==> config.mk <==
export PLATFORM = sky130hd
export DESIGN_NAME = cu16_control_fsm
export DESIGN_NICKNAME = d
export VERILOG_FILES = /design/src/rtl/cu16_pkg.sv /design/src/rtl/cu16_wait_timer.sv /design/src/rtl/cu16_control_fsm.sv
export SDC_FILE = /design/constraint.sdc
export NUM_CORES = 1
export LEC_CHECK = 0
export CORE_MARGIN = 4
export CORE_UTILIZATION = 41
export DETAILED_ROUTE_END_ITERATION = 16
export MAX_ROUTING_LAYER = met4
export PLACE_DENSITY = 0.77
export SLEW_MARGIN = 20
export SYNTH_ARGS = -nofsm -noshare
export SYNTH_HDL_FRONTEND = slang
export SYNTH_SLANG_ARGS = --single-unit
==> constraint.sdc <==
create_clock -name clk -period 1.8 [get_ports clk]
set_clock_uncertainty 0.1 [all_clocks]
set_input_delay 0.54 -clock clk [delete_from_list [all_inputs] [get_ports clk]]
set_output_delay 0.54 -clock clk [all_outputs]
set_load 0.1 [all_outputs]
==> src/rtl/cu16_pkg.sv <==
// Shared types and encodings for the 16-bit RISC control unit.
package cu16_pkg;

  localparam int unsigned XLEN   = 16;
  localparam int unsigned RADR_W = 4;
  localparam int unsigned FN_W   = 4;

  localparam logic [3:0] OP_NOP  = 4'h0;
  localparam logic [3:0] OP_ALU  = 4'h1;
  localparam logic [3:0] OP_LDI  = 4'h2;
  localparam logic [3:0] OP_LD   = 4'h3;
  localparam logic [3:0] OP_ST   = 4'h4;
  localparam logic [3:0] OP_BR   = 4'h6;
  localparam logic [3:0] OP_JR   = 4'h7;
  localparam logic [3:0] OP_HALT = 4'hE;

  localparam logic [3:0] BR_AL = 4'h0;
  localparam logic [3:0] BR_Z  = 4'h1;
  localparam logic [3:0] BR_NZ = 4'h2;
  localparam logic [3:0] BR_N  = 4'h3;
  localparam logic [3:0] BR_C  = 4'h4;

  localparam logic [1:0] SSEL_REG = 2'b00;
  localparam logic [1:0] SSEL_IMM = 2'b01;
  localparam logic [1:0] SSEL_MDR = 2'b10;

  localparam logic [FN_W-1:0] ALU_PASS_S = 4'b0000;

  typedef enum logic [3:0] {
    ST_RST, ST_FETCH, ST_DECODE, ST_EXEC, ST_LOAD,
    ST_LDWB, ST_STORE, ST_BRANCH, ST_HALT, ST_FAULT
  } state_e;

  typedef struct packed {
    logic [3:0]        op;
    logic [RADR_W-1:0] rd;
    logic [RADR_W-1:0] rs;
    logic [FN_W-1:0]   fn;
  } ir_t;

  typedef struct packed {
    logic n;
    logic z;
    logic c;
  } flags_t;

  function automatic logic br_cond_ok(input logic [3:0] cond);
    return cond <= BR_C;
  endfunction

  function automatic logic br_taken(input logic [3:0] cond, input flags_t f);
    logic t;
    case (cond)
      BR_AL:   t = 1'b1;
      BR_Z:    t = f.z;
      BR_NZ:   t = ~f.z;
      BR_N:    t = f.n;
      BR_C:    t = f.c;
      default: t = 1'b0;
    endcase
    return t;
  endfunction

  function automatic logic [XLEN-1:0] sext8(input logic [7:0] v);
    return {{(XLEN-8){v[7]}}, v};
  endfunction

endpackage

==> src/rtl/cu16_wait_timer.sv <==
// Counts consecutive stalled request cycles; flags expiry on the MAX_WAIT-th stalled cycle.
module cu16_wait_timer #(
  parameter int unsigned MAX_WAIT = 255
) (
  input  logic clk,
  input  logic rst_n,
  input  logic req,
  input  logic rdy,
  output logic expired_c
);

  localparam int unsigned CNT_W = (MAX_WAIT < 2) ? 1 : $clog2(MAX_WAIT);
  localparam int unsigned LAST  = (MAX_WAIT == 0) ? 0 : MAX_WAIT - 1;

  logic [CNT_W-1:0] cnt_q, cnt_d;

  // Ready in the expiry cycle wins because expiry is only raised while stalled.
  always_comb begin
    cnt_d     = '0;
    expired_c = 1'b0;
    if (req && !rdy) begin
      cnt_d     = cnt_q + CNT_W'(1);
      expired_c = (MAX_WAIT != 0) && (cnt_q == CNT_W'(LAST));
    end
  end

  always_ff @(posedge clk or negedge rst_n) begin
    if (!rst_n) cnt_q <= '0;
    else        cnt_q <= cnt_d;
  end

endmodule

==> src/rtl/cu16_control_fsm.sv <==
// Multi-cycle fetch/decode/execute control unit for the 16-bit RISC core.
module cu16_control_fsm
  import cu16_pkg::*;
#(
  parameter int unsigned MAX_WAIT = 255
) (
  input  logic              clk,
  input  logic              reset_n,
  input  logic [XLEN-1:0]   Mem_Din,
  input  logic              Mem_Rdy,
  input  logic              N,
  input  logic              Z,
  input  logic              C,
  output logic              Mem_Rd,
  output logic              Mem_Wr,
  output logic              Adr_Sel,
  output logic              IR_Ld,
  output logic              PC_Inc,
  output logic              PC_Ld,
  output logic              PC_Sel,
  output logic              MDR_Ld,
  output logic [RADR_W-1:0] R_Adr,
  output logic [RADR_W-1:0] S_Adr,
  output logic [RADR_W-1:0] W_Adr,
  output logic              W_En,
  output logic [1:0]        S_Sel,
  output logic [FN_W-1:0]   Alu_Op,
  output logic [XLEN-1:0]   Imm,
  output logic              Halted,
  output logic              Fault
);

  state_e state_q, state_d;
  ir_t    ir_q, ir_d;
  flags_t flags_q, flags_d;
  logic   req_c, expired_c;

  assign req_c = (state_q == ST_FETCH) || (state_q == ST_LOAD) || (state_q == ST_STORE);

  cu16_wait_timer #(
    .MAX_WAIT (MAX_WAIT)
  ) u_wait_timer (
    .clk       (clk),
    .rst_n     (reset_n),
    .req       (req_c),
    .rdy       (Mem_Rdy),
    .expired_c (expired_c)
  );

  assign R_Adr = ir_q.rd;
  assign S_Adr = ir_q.rs;
  assign W_Adr = ir_q.rd;
  assign Imm   = sext8({ir_q.rs, ir_q.fn});

  always_comb begin
    state_d = state_q;
    ir_d    = ir_q;
    flags_d = flags_q;
    Mem_Rd  = 1'b0;
    Mem_Wr  = 1'b0;
    Adr_Sel = 1'b0;
    IR_Ld   = 1'b0;
    PC_Inc  = 1'b0;
    PC_Ld   = 1'b0;
    PC_Sel  = 1'b0;
    MDR_Ld  = 1'b0;
    W_En    = 1'b0;
    S_Sel   = SSEL_REG;
    Alu_Op  = ALU_PASS_S;
    Halted  = 1'b0;
    Fault   = 1'b0;

    case (state_q)
      ST_RST: state_d = ST_FETCH;
      ST_FETCH: begin
        Mem_Rd = 1'b1;
        if (Mem_Rdy) begin
          IR_Ld   = 1'b1;
          PC_Inc  = 1'b1;
          ir_d    = ir_t'(Mem_Din);
          state_d = ST_DECODE;
        end else if (expired_c) begin
          state_d = ST_FAULT;
        end
      end
      ST_DECODE: begin
        case (ir_q.op)
          OP_NOP:         state_d = ST_FETCH;
          OP_ALU, OP_LDI: state_d = ST_EXEC;
          OP_LD:          state_d = ST_LOAD;
          OP_ST:          state_d = ST_STORE;
          OP_BR:          state_d = br_cond_ok(ir_q.rd) ? ST_BRANCH : ST_FAULT;
          OP_JR:          state_d = ST_BRANCH;
          OP_HALT:        state_d = ST_HALT;
          default:        state_d = ST_FAULT;
        endcase
      end
      ST_EXEC: begin
        W_En    = 1'b1;
        state_d = ST_FETCH;
        if (ir_q.op == OP_ALU) begin
          Alu_Op  = ir_q.fn;
          flags_d = '{n: N, z: Z, c: C};
        end else begin
          S_Sel = SSEL_IMM;
        end
      end
      ST_LOAD: begin
        Mem_Rd  = 1'b1;
        Adr_Sel = 1'b1;
        if (Mem_Rdy) begin
          MDR_Ld  = 1'b1;
          state_d = ST_LDWB;
        end else if (expired_c) begin
          state_d = ST_FAULT;
        end
      end
      ST_LDWB: begin
        S_Sel   = SSEL_MDR;
        W_En    = 1'b1;
        state_d = ST_FETCH;
      end
      ST_STORE: begin
        Mem_Wr  = 1'b1;
        Adr_Sel = 1'b1;
        if (Mem_Rdy)        state_d = ST_FETCH;
        else if (expired_c) state_d = ST_FAULT;
      end
      // Conditions are evaluated against the registered flags only.
      ST_BRANCH: begin
        state_d = ST_FETCH;
        if (ir_q.op == OP_JR) begin
          PC_Ld  = 1'b1;
          PC_Sel = 1'b1;
        end else begin
          PC_Ld = br_taken(ir_q.rd, flags_q);
        end
      end
      ST_HALT:  Halted  = 1'b1;
      ST_FAULT: Fault   = 1'b1;
      default:  state_d = ST_FAULT;
    endcase
  end

  always_ff @(posedge clk or negedge reset_n) begin
    if (!reset_n) begin
      state_q <= ST_RST;
      ir_q    <= '0;
      flags_q <= '0;
    end else begin
      state_q <= state_d;
      ir_q    <= ir_d;
      flags_q <= flags_d;
    end
  end

endmodule

---- Word level (Yosys, flattened, before mapping) ----
Cells that the tools add are included.
cells by class
  add/subtract/negate cells ............... 1
  magnitude comparators ................... 1
  equality and inequality tests ........... 21
  muxes and demuxes ....................... 27
  bitwise operators ....................... 1
  reduce and logical (&&, ||, !) cells .... 15
operators with widths
  operator                                                         number
  == test 4 x 3 -> 1 bit (second input constant)                   8
  two-way mux 4 bit                                                7
  case mux 4 bit (7 select lines)                                  1
  == test 4 x 2 -> 1 bit (second input constant)                   6
  case mux 4 bit (6 select lines)                                  1
  two-way mux 1 bit                                                15
  == test 4 x 1 -> 1 bit (second input constant)                   3
  == test 4 bit (second input constant)                            3
  logical NOT 4 bit                                                3
  OR reduction 2 bit                                               5
  adder 8 x 1 -> 8 bit (second input constant)                     1
  == test 8 bit (second input constant)                            1
  two-way mux 8 bit                                                1
  case mux 1 bit (5 select lines)                                  1
  less-or-equal comparator 4 x 3 -> 1 bit (second input constant)  1
  case mux 2 bit (2 select lines)                                  1
  AND reduction 2 bit                                              2
  OR reduction 4 bit                                               1
  logical OR 1 bit                                                 2
  logical AND 1 bit                                                1
  logical NOT 1 bit                                                1
  NOT 1 bit                                                        1
storage, ports and cells
  register bits ........................... 31
  input port bits ......................... 22
  output and inout bits ................... 45
  word-level logic and storage cells ...... 75

---- Depth between registers and ports, before layout ----
Gate-level depths: netlist of the first run.
  word-level depth ........................ 8
  mapped depth ............................ 6
  mapped depth without buffers ............ 5

---- By module ----
A second synthesis of the first run with hierarchy kept.
second synthesis, totals
  cell total of the unflattened synthesis .. 188
  area total of the unflattened synthesis .. 1,900.6 sq um
by module, submodules not included
  module            instances  cells an instance  area an instance (sq um)  sequential area each (sq um)
  cu16_control_fsm  1          150                1,524.0                   575.6
  cu16_wait_timer   1          38                 376.6                     200.2

---- Least setup slack after synthesis of the first run ----
No wires, ideal clock.
  kind .................................... register to output
  start ................................... reg state_q[3]
  end ..................................... out MDR_Ld
  arrival time ............................ 3.943 ns
  data required time ...................... 1.160 ns
  slack ................................... -2.783 ns
  cell stages (with the launch flop) ...... 4
  buffers on the path ..................... 1
  cell sequence ........................... dfrtp_1 -> clkbuf_1 -> nand2b_1 -> nor4b_1
on the way
  word-level cells in the longest chain between the ends .. 2
ends and longest elaborated chain
  what                    RTL line                 source
  start, declared         cu16_control_fsm.sv:33   state_e state_q, state_d;
  start signal, assigned  cu16_control_fsm.sv:151  state_q <= state_d;
  == test 4 x 3 -> 1 bit  cu16_control_fsm.sv:73   case (state_q)
  two-way mux 1 bit       cu16_control_fsm.sv:73
  end, declared           cu16_control_fsm.sv:21   output logic MDR_Ld,
No other way between the ends.

---- Final worst setup path of the first run ----
  start ................................... reg state_q[2]
  end ..................................... out Alu_Op[1]
on the way
  word-level cells in the longest chain between the ends .. 2
ends and longest elaborated chain
  what                    RTL line                source
  == test 4 x 2 -> 1 bit  cu16_control_fsm.sv:73
  two-way mux 4 bit       cu16_control_fsm.sv:73
  end, declared           cu16_control_fsm.sv:27  output logic [FN_W-1:0] Alu_Op,
No other way between the ends.

==> metrics, run 1 <==
min Tclk post-route 2.21 ns; DRC viols 0; setup TNS -5.10 ns; crit-path max cell delay 0.40 ns; worst-margin pin slew 0.364 ns; number of synthesized flops with an enable pin 0; setup repair after global routing missed its margin yes; Die Height 76.5 µm; DR pass1 iterations 4; ratio of cells with drive above 1 in the final layout 56.3%; gr usage total 18.0%; vias per inst 5.01; final hold vios 0; num ports 67; initial antenna violation count 0; drt initial violations 42; Synth Cell Area 1920 µm²; initial core utilization 43.3%; critical path launch point type flip-flop; nature of the critical path endpoint output port; post-synthesis sequential area ratio 40.3%; n_diodes 0; pin count of the biggest net entering global routing 32; core area 4440 µm²; post-DP HPWL 3.53 mm; clk root buf clkbuf_8; # hold bufs at CTS 0; syn nets 209; post-route cell area 3460 µm²; post-synthesis register bit count 31; IO Port Bufs 66; RePlAce Congestion 0.826; critical path's slowest cell dfrtp_1; first-pass GRT wire length 8.14 mm; ys flop type dfrtp_1; synth-to-layout area growth 79.8%; syn_area_per_cell 10.4 µm²; fmax 453 MHz; CTS tree yes; Cell variety after synth 46; MaxCap Viol Count 0; Worst Path Arrival 1.57 ns; Final period util 123%; vias 1569; commonest non-fill, non-tap cell in the layout buf_12; CTS Buf Count 5; Placed Instance Area 3130 µm²; Final nets 284; Avg WL per Cell 15.4 µm; Sink Count 31; status finished with violations; post-route ant nets 0; clk_lat worst skew 0.28 ns; Die W 76.5 µm; site row count 24; critical path required time 1.16 ns; fin. max-slew vios 0; ys async rst share 100%; Crit Path Category reg2out; Post-Route WL 4.82 mm; CP cell instances nor2_2 > nand3_2 > and2b_4 > and2_4 > buf_12; clock slew at reported path FFs 0.06 ns; clock buffer depth 2; failing checks setup timing; Rel. slew slack 75.7%; slack of the critical path -0.407 ns; DIE AREA 5850 µm²; number of global-route vias before repair 1704; H-tree depth 2; Worst Hold Class reg2reg; yosys warns 0; CP Max Fanout 5; Syn Inst Count 185; Hold Slack 0.416 ns; most frequent cells in the layout 47 x buf_12, 30 x dfrtp_1, 27 x buf_4; Remaining Overflow, GRT 0; final setup violation count 17
[area by class of cell]
class	count	area, µm²
tap	52	65.1
multi-input combinational	110	1000
sequential	31	777
clock buffer	8	100
fill	257	987
timing repair buffer	106	1480
inverter	6	28.8
[synthesized netlist by cell type (2+ instances only)]
master	count	area, µm²
a21oi_1	2	10.0
and2_1	4	25.0
and3_1	2	12.5
buf_2	2	10.0
buf_4	31	233
buf_6	4	45.0
dfrtp_1	31	776
ha_1	2	25.0
inv_1	6	22.5
mux2_2	19	214
nand2_1	5	18.8
nand2b_1	4	25.0
nand3_1	5	25.0
nand4_1	2	12.5
nor2_1	18	67.6
nor3_1	7	35.0
nor4b_1	2	17.5
o21ai_0	4	20.0
o22ai_1	2	12.5
xnor2_1	2	17.5
xor2_1	6	52.6
[kinds of logic after synthesis]
group,synth area share [%]
AND/OR/NAND/NOR,18.8
buffers and inverters,16.3
flip-flops,40.3
multiplexers,11.6
AO/OA/AOI/OAI,7.09
XOR/XNOR,4.49
adder cells (fa/ha/maj),1.30
[per-stage QoR]
step / util [%] / cells / worst slack [ns]
6_report: 77.8 / 313 / -0.407
5_1_grt: 77.8 / 313 / -0.510
4_1_cts: 76.8 / 309 / -0.439
3_5_place_dp: 70.4 / 292 / -0.452
3_3_place_gp: 70.4 / 292 / -0.421
2_1_floorplan: - / 185 / -0.770
[critical path, delay by kind of cell (launching register included)]
| family | cells | cell delay [ns] |
|---|---|---|
| buf+inv | 1 | 0.16 |
| simple gates | 4 | 0.71 |
| flops | 1 | 0.40 |
[repair_timing]
action,4_1_cts,5_1_grt
resized for setup,28,6
pin swaps,11,6
cloned,0,0
setup endpoints to repair,17,20
setup buffers,12,6
[state kept, by name, summed over array words and instances (netlist names)]
signal	count
u_wait_timer.cnt_q	8
Imm	4
S_Adr	4
R_Adr	4
flags_q	3
state_q	4
ir_q	4
[path summary, 6_finish.rpt]
check / start / endpoint / slack [ns] / cells after the start
min in group asynchronous: reset_n / u_wait_timer.cnt_q[0] / 0.52 / 2
max in group asynchronous: reset_n / state_q[1] / 0.91 / 2
min: flags_q[0] / flags_q[0] / 0.42 / 1
max: state_q[2] / Alu_Op[1] / -0.41 / 5
min reg2reg: flags_q[0] / flags_q[0] / 0.42 / 1
max reg2reg: state_q[2] / flags_q[1] / 0.08 / 6
[layer usage]
metal	track usage (%)	up-vias	share of wire, %
met4	5.62	0	1.6
met1	19.1	744	38
met2	31.6	67	53
met3	6.03	10	7.1
met5	-	-	0
li1	-	748	-
Power of run 1 is left out: the tool's default activity adds up to more than one toggle a clock period on the data nets, which glitch-free logic cannot reach.
==> run 2, diff against run 1 <==
--- a/config.mk
+++ b/config.mk
@@ -7,6 +7,7 @@
 export LEC_CHECK = 0
 export CORE_MARGIN = 4
 export CORE_UTILIZATION = 41
+export CTS_CLUSTER_SIZE = 28
 export DETAILED_ROUTE_END_ITERATION = 16
 export MAX_ROUTING_LAYER = met4
 export PLACE_DENSITY = 0.77
==> results of run 2 <==
No change in the layout: final DEF, timing and power equal those of run 1.
Power of run 2 is left out for the same reason.
